[src/rtl/cla_addsub_pipe.sv]
// Pipelined add/subtract unit: 4-bit carry-lookahead groups joined by a
// parallel-prefix group lookahead, followed by STAGES valid/ready register stages.
module cla_addsub_pipe #(
  parameter int WIDTH  = 32,
  parameter int STAGES = 2
) (
  input  logic             clk,
  input  logic             rst,
  input  logic             in_valid,
  output logic             in_ready,
  input  logic [WIDTH-1:0] a,
  input  logic [WIDTH-1:0] b,
  input  logic             c_in,
  input  logic [1:0]       op,
  input  logic             flush,
  output logic             out_valid,
  input  logic             out_ready,
  output logic [WIDTH-1:0] sum,
  output logic [3:0]       flags
);

  localparam int NG = WIDTH / 4;

  logic [WIDTH-1:0] bx;
  logic             cx;
  logic [WIDTH-1:0] p;
  logic [WIDTH-1:0] g;
  logic [NG-1:0]    grp_p;
  logic [NG-1:0]    grp_g;
  logic [NG-1:0]    grp_cin;
  logic             cout;
  logic [WIDTH-1:0] carry;
  logic [WIDTH-1:0] res;
  logic [3:0]       res_flags;

  logic [STAGES-1:0] vld;
  logic [WIDTH-1:0]  sum_q [STAGES];
  logic [3:0]        flg_q [STAGES];
  logic              adv;
  logic              take;

  // op[0] selects inversion of b; op[1] selects the external carry-in.
  always_comb begin
    bx = op[0] ? ~b : b;
    cx = op[1] ? c_in : op[0];
    p  = a | bx;
    g  = a & bx;
  end

  always_comb begin
    grp_p = '0;
    grp_g = '0;
    for (int k = 0; k < NG; k++) begin
      grp_p[k] = p[4*k+3] & p[4*k+2] & p[4*k+1] & p[4*k];
      grp_g[k] = g[4*k+3]
               | (p[4*k+3] & g[4*k+2])
               | (p[4*k+3] & p[4*k+2] & g[4*k+1])
               | (p[4*k+3] & p[4*k+2] & p[4*k+1] & g[4*k]);
    end
  end

  // Carry-in is folded into group 0, so each prefix G is directly the group carry-out.
  always_comb begin : group_lookahead
    logic [NG-1:0] lg;
    logic [NG-1:0] lp;
    logic [NG-1:0] og;
    logic [NG-1:0] opp;
    lg    = grp_g;
    lp    = grp_p;
    lg[0] = grp_g[0] | (grp_p[0] & cx);
    og    = lg;
    opp   = lp;
    for (int d = 1; d < NG; d = d * 2) begin
      og  = lg;
      opp = lp;
      for (int k = d; k < NG; k++) begin
        lg[k] = og[k] | (opp[k] & og[k-d]);
        lp[k] = opp[k] & opp[k-d];
      end
    end
    grp_cin[0] = cx;
    for (int k = 1; k < NG; k++) begin
      grp_cin[k] = lg[k-1];
    end
    cout = lg[NG-1];
  end

  always_comb begin
    carry = '0;
    for (int k = 0; k < NG; k++) begin
      carry[4*k]   = grp_cin[k];
      carry[4*k+1] = g[4*k] | (p[4*k] & grp_cin[k]);
      carry[4*k+2] = g[4*k+1]
                   | (p[4*k+1] & g[4*k])
                   | (p[4*k+1] & p[4*k] & grp_cin[k]);
      carry[4*k+3] = g[4*k+2]
                   | (p[4*k+2] & g[4*k+1])
                   | (p[4*k+2] & p[4*k+1] & g[4*k])
                   | (p[4*k+2] & p[4*k+1] & p[4*k] & grp_cin[k]);
    end
    res       = a ^ bx ^ carry;
    res_flags = {res[WIDTH-1],
                 ~|res,
                 cout,
                 (a[WIDTH-1] == bx[WIDTH-1]) && (res[WIDTH-1] != a[WIDTH-1])};
  end

  assign adv       = !vld[STAGES-1] || out_ready;
  assign in_ready  = adv;
  assign take      = in_valid && adv;
  assign out_valid = vld[STAGES-1];
  assign sum       = sum_q[STAGES-1];
  assign flags     = flg_q[STAGES-1];

  always_ff @(posedge clk or posedge rst) begin
    if (rst) begin
      vld <= '0;
    end else if (flush) begin
      vld <= '0;
    end else if (adv) begin
      vld[0] <= take;
      for (int i = 1; i < STAGES; i++) begin
        vld[i] <= vld[i-1];
      end
    end
  end

  // Data only moves with adv, which keeps a stalled result stable at the output.
  always_ff @(posedge clk or posedge rst) begin
    if (rst) begin
      for (int i = 0; i < STAGES; i++) begin
        sum_q[i] <= '0;
        flg_q[i] <= '0;
      end
    end else if (adv) begin
      sum_q[0] <= res;
      flg_q[0] <= res_flags;
      for (int i = 1; i < STAGES; i++) begin
        sum_q[i] <= sum_q[i-1];
        flg_q[i] <= flg_q[i-1];
      end
    end
  end

endmodule
[config.mk]
export PLATFORM = sky130hd
export DESIGN_NAME = cla_addsub_pipe
export DESIGN_NICKNAME = d
export VERILOG_FILES = /design/src/rtl/cla_addsub_pipe.sv
export SDC_FILE = /design/constraint.sdc
export NUM_CORES = 1
export LEC_CHECK = 0
export ABC_AREA = 0
export CAP_MARGIN = 20
export CORE_ASPECT_RATIO = 1.1
export CORE_MARGIN = 5
export CORE_UTILIZATION = 44
export CTS_BUF_LIST = sky130_fd_sc_hd__clkbuf_8
export DETAILED_ROUTE_END_ITERATION = 8
export GPL_ROUTABILITY_DRIVEN = 1
export PLACE_DENSITY = 0.7
export SYNTH_ARGS = -nofsm -noshare
export SYNTH_HDL_FRONTEND = slang
export SYNTH_SLANG_ARGS = --single-unit
[constraint.sdc]
create_clock -name clk -period 3.2 [get_ports clk]
set_input_delay 0.96 -clock clk [delete_from_list [all_inputs] [get_ports clk]]
set_output_delay 0.96 -clock clk [all_outputs]
set_load 0.02 [all_outputs]
==> results.yml <==
global_routing:
  grt_max_degree: 71
  antenna_found_initial: 0
  grt_pass1_wl_mm: 24.6
  grt_pass1_vias: 5275
  grt_overflow: 0
  track_usage: 0.208
power_and_ir_drop:
  power.leakage_nw: 4.36
  p_total_mw: 4.24
  power_density_nw_per_um2: 476
  ir_drop_mv: 0.397
clocking:
  cts_max_level: 3
  cts_tree: "yes"
  cts_sinks: 72
  cts_buffers: 9
  cts.reportedPaths.clkPinSlew_ps: 60
  clk_path_buf_depth: 2
  cts_root_buf: "clkbuf_8"
  clock_latency_ps: 340
cells_and_area:
  syn2layout_area_growth_pct: 63.2
  fillCellCount: 881
  drive_gt1_frac: 0.373
  final_cell_mix: "buf_4 (157), nand2_1 (145), clkdlybuf4s50_1 (78), inv_1 (77), dfrtp_1 (72)"
  final_core_util: 0.737
  design_area_um2: 8900
  fin_nets: 1035
  n_antenna_cell: 0
  final-instance-count-excl-fill: 1049
  layout_commonest_cell: "buf_4"
yosys:
  synthFlopType: "dfrtp_1"
  avgSynthCellArea_um2: 8.42
  synth_top_area_share: 0.330
  synthCells: 648
  syn-num-nets: 791
  synth_area_um2: 5460
  synth-seq-cells: 72
  synth-async-reset-ratio: 1.00
  yosysWarnings: 0
  seq_area_frac_synth: 0.330
  synth-edff-count: 0
  yosysUniqueCellTypes: 52
  yosysTopAreaCell: "dfrtp_1"
  yosys-top-cells-area: "dfrtp_1 (33%), ha_1 (14%), nand2_1 (10%)"
die:
  io_pins: 110
  die_w_um: 116
  row_count: 42
  start_util: 0.452
  core_area_um2: 12100
  die_area_um2: 14700
  die_h_um: 127
route:
  drtPass1Iterations: 5
  totalWireLength_mm: 15.5
  detail-route-antenna-nets: 0
  drc: 0
  wire_per_inst_um: 14.7
  vias: 5027
  via_per_inst: 4.79
  drt_iter0_drc: 214
run_status:
  status: "finished, violations left"
  violations: "negative setup slack"
run:
  drv_cap: 0
critical_path:
  arrival_ps: 5070
  required_ps: 3470
  critPathLaunchType: "primary input"
  regToRegStartpoint: "vld[1]"
  critical_path.most_common_cell: "buf_4"
  crit_chain: "buf_12, buf_12, xor2_1, buf_4, buf_4, nor4_4, o2111ai_1, o21a_1, buf_4, a211oi_4, fa_2, xor2_1, buf_4, nand4_1, nor4_2, nor4b_2, o2111ai_1, or4b_1, nor3_1, and4bb_1, a31o_1"
  slowest_stage: "or4b_1"
  critPathMaxStageDelay_ps: 500
  reg2reg_to: "flg_q[6]"
  criticalPathCategory: "primary input to register"
  reg2reg_depth: 8
  worstPathMaxFanout: 5
  cp-end-kind: "register"
  regToRegSetupSlack_ps: 960
min_path:
  holdPathStages: 2
  min_from: "sum[21]"
  hold_end: "sum[21]"
  hp-class: "register to register"
timing:
  slew_viol_final: 0
  rsz0062_at_grt: "yes"
  worst_slack_ps: -1600
  hold_viol_final: 0
  relSlewSlack: 0.529
  period_share: 1.50
  period_needed_ps: 4800
  worst_clock_skew_ps: 6.97
  fmax_ghz: 0.208
  setup_tns_ps: -5590
  setup_viol: 18
  tightest_slew_ps: 706
placement:
  portBuffers: 109
  place.gp.congestion: 0.845
  placed_cells: 980
  dp_hpwl_mm: 11.2
  placed_area_um2: 7530
cell families (layout without fill, tap and decap cells):
logic type	count (synthesis)	after routing	synth area share
simple gates	224	224	0.175
buf+inv	140	387	0.122
fa+ha+maj	71	71	0.174
mux	2	2	0.00481
compound gates	79	79	0.0974
flops	72	72	0.330
xor+xnor	60	60	0.0963
power breakdown:
part	leakage, nW	internal [mW]	switching (mW)
Combinational	3.41	1.22	1.08
Sequential	0.853	1.20	0.160
Clock	0.0918	0.284	0.294
layer usage:
metal / up-vias / global-route usage / share of wire
li1: 2479 / - / -
met1: 2410 / 0.243 / 0.39
met2: 111 / 0.389 / 0.55
met3: 27 / 0.0319 / 0.036
met4: 0 / 0.0594 / 0.022
met5: - / 0 / 0
Yosys cell counts (2+ instances only):
cell         n
nor3b_1      2
nand2b_1     5
or2_2        2
o31ai_1      6
inv_1       84
nor4b_1      2
o311ai_0     2
buf_4       36
o211ai_1     2
a211oi_1     3
xor2_1      42
fa_1         8
a21oi_1     27
nor2_1      34
dfrtp_1     72
nor3_1       5
o21bai_1     5
o311a_1      2
xnor2_1     18
nand4_1      4
o21ai_0     15
o2111ai_1    2
or3_1        2
ha_1        63
a31oi_1      2
clkbuf_1    18
nand2_1    149
nor2b_1      7
nor4_1       6
through the flow:
stage	setup WS, ps	hold WS, ps
6_report	-1600	467
4_1_cts	-1590	473
2_1_floorplan	-1560	437
3_3_place_gp	-2020	452
3_5_place_dp	-2230	457
5_1_grt	-1760	502
worst max path at each step:
| stage | from | endpoint | slack [ps] | cells past startpoint |
|---|---|---|---|---|
| after CTS | op[0] | flg_q[6] | -1590 | 21 |
| after global routing | a[3] | flg_q[6] | -1760 | 19 |
| final | op[0] | flg_q[6] | -1600 | 21 |
| after detailed placement | b[6] | flg_q[6] | -2230 | 21 |
| after global placement | b[6] | flg_q[6] | -2020 | 20 |
| after floorplan | op[0] | flg_q[6] | -1560 | 20 |
registers in the layout, indices dropped and copies added, names as in the netlist:
register / flops
sum_q: 32
vld: 2
flags: 4
flg_q: 3
sum: 31
cell type report:
type	count	area, um^2	share of cell area
clock buffers	10	138	0.0155
clock inverters	4	16.3	0.00183
inverters	85	319	0.0358
multi-input cells	436	3860	0.434
flip-flops and latches	72	1800	0.202
well taps	154	193	0.0216
repair buffers	288	2570	0.289
what timing repair did:
| action | in CTS | in global routing |
|---|---|---|
| hold endpoints to repair | 0 | 0 |
| setup buffers | 55 | 17 |
| endpoints found under the setup margin | 28 | 27 |
| hold buffers | 0 | 0 |
| pin swaps | 68 | 48 |
| resized for setup | 136 | 66 |
| cloned | 1 | 1 |
critical path, delay by kind of cell:
| kind | cells | cell delay, ps |
|---|---|---|
| AO/OA/AOI/OAI | 5 | 960 |
| buffers and inverters | 6 | 830 |
| AND/OR/NAND/NOR | 7 | 1750 |
| XOR/XNOR | 2 | 320 |
| adder cells (fa/ha/maj) | 1 | 250 |
Power figures use the tool's default switching activity.
==> RTL change: new RTL, same settings <==
The parameter `STAGES` goes from 2 to 4.
--- a/src/rtl/cla_addsub_pipe.sv
+++ b/src/rtl/cla_addsub_pipe.sv
@@ -2,7 +2,7 @@
 // parallel-prefix group lookahead, followed by STAGES valid/ready register stages.
 module cla_addsub_pipe #(
   parameter int WIDTH  = 32,
-  parameter int STAGES = 2
+  parameter int STAGES = 4
 ) (
   input  logic             clk,
   input  logic             rst,
Check against the original RTL: not equivalent (Yosys sat finds a counterexample within 4 cycles, from zero or initial values and one cycle with rst high).
==> RTL change against the unedited design <==
The run still ends with setup timing left. Clock power is 150% higher. Final area increased by 29%. Final cell count is 40% higher. Area after synthesis is 51% higher. Routed wire length rose by 21%. Sequential power rose by 97%. Critical path depth is 2 lower. Count of clock-buffer cells in the layout up 9. Register-to-register slack better by 0.26 ns. Sequential cell count is 72 higher. Worst setup slack worse by 0.039 ns. Total power up 54%.
==> RTL change: results (changes against the unedited design) <==
Clocking
  • CTS resizes: 96 (-29%)
  • CTS H-tree lvls: 4 (+1)
  • TritonCTS buffer count: 17 (+8)
  • Clock Latency Late Sink: 0.43 ns (+0.09 ns)

Yosys
  • Syn Inst Count: 982 (+52%)
  • Sequential fraction of the synthesis area: 0.4364 (+0.1062)
  • Syn nets: 1125 (+42%)
  • Post-synth top cells: nand2_1, dfrtp_1, inv_1
  • Distinct cells, synth: 55 (+5.8%)

Cells and area
  • CLK BUF: 19 (+9)
  • Total Nets Final: 1355 (+31%)
  • Signal buf overhead: 0.2132 (-0.07566)
  • Logic inverters: 82 (-3.5%)

Routing
  • Via/cell ratio: 4.632 (-3.3%)
  • Via count: 6800 (+35%)
  • WL per Instance: 12.69 um (-14%)
  • Drt pass-1 iters: 4 (-1)
  • Metal-1 WL: 8007 um (+32%)

Global route
  • Vias in the first global route: 6904 (+31%)
  • Largest net degree at the start of global routing: 145 (+100%)
  • Met1 GRT Util: 0.2159 (-0.02685)

Timing
  • Setup Viol. Count Final: 24 (+6)
  • Final Worst Setup Slack: -1.638 ns (-0.03935 ns)
  • Setup TNS: -10.11 ns (-4.518 ns)
  • Clock skew: 0.01061 ns (+0.003645 ns)
  • Worst hold slack: 0.4637 ns (-0.003519 ns)

Setup path
  • Reg-to-reg endpoint: flg_q[14]$_DFFE_PP0N_
  • Crit-path max FO: 3 (-2)
  • Crit. Startpoint: b[13]
  • R2R Setup Slk: 1.22 ns (+0.26 ns)
  • Arr. time, crit path: 5.20 ns (+0.13 ns)

Status
  • Violated checks: setup timing
  • Status: finished, violations left

Place
  • Post-Place Worst Slack: -2.338 ns (-0.1058 ns)
  • Hpwl dp: 13170 um (+17%)
  • GP Congestion: 0.8637 (+2.2%)

Floorplanning
  • Chip Width: 140.6 um (+21%)

Power
  • P per Cell Area: 566.1 mW/mm2 (+19%)

Min path
  • Hold_sp: sum[25]$_DFFE_PP0N_
-- RTL change: cell types whose count changed after synthesis, moves of 4 or more --
cell	unedited run	this run
buf_1	0	6
and3_1	0	4
xnor2_1	18	22
nand2_1	149	383
dfrtp_1	72	144
a21oi_1	27	34
nand3_1	1	6
nor3_1	5	11
clkbuf_1	18	30
o21ai_0	15	7
xor2_1	42	33
-- RTL change: logic make-up after synthesis --
family | Yosys count | synth area share
DFF | 144 | 0.4364
adders and majority gates | 71 | 0.1148
muxes | 2 | 0.002576
xor gates and xnor gates | 55 | 0.05833
buffers and inverters | 154 | 0.08636
and+or+nand+nor | 482 | 0.2392
AOI/OAI and AO/OA | 74 | 0.06227
-- RTL change: tightest hold or removal path, stage by stage, from the launching register on --
cell,delay [ns]
dfrtp_1,0.34
nand2_1,0.05
nand2_1,0.04
-- RTL change: where the power goes --
| part | switching [mW] | internal, mW |
|---|---|---|
| logic | 1.14 | 1.25 |
| registers | 0.298 | 2.39 |
| clock network | 0.639 | 0.801 |
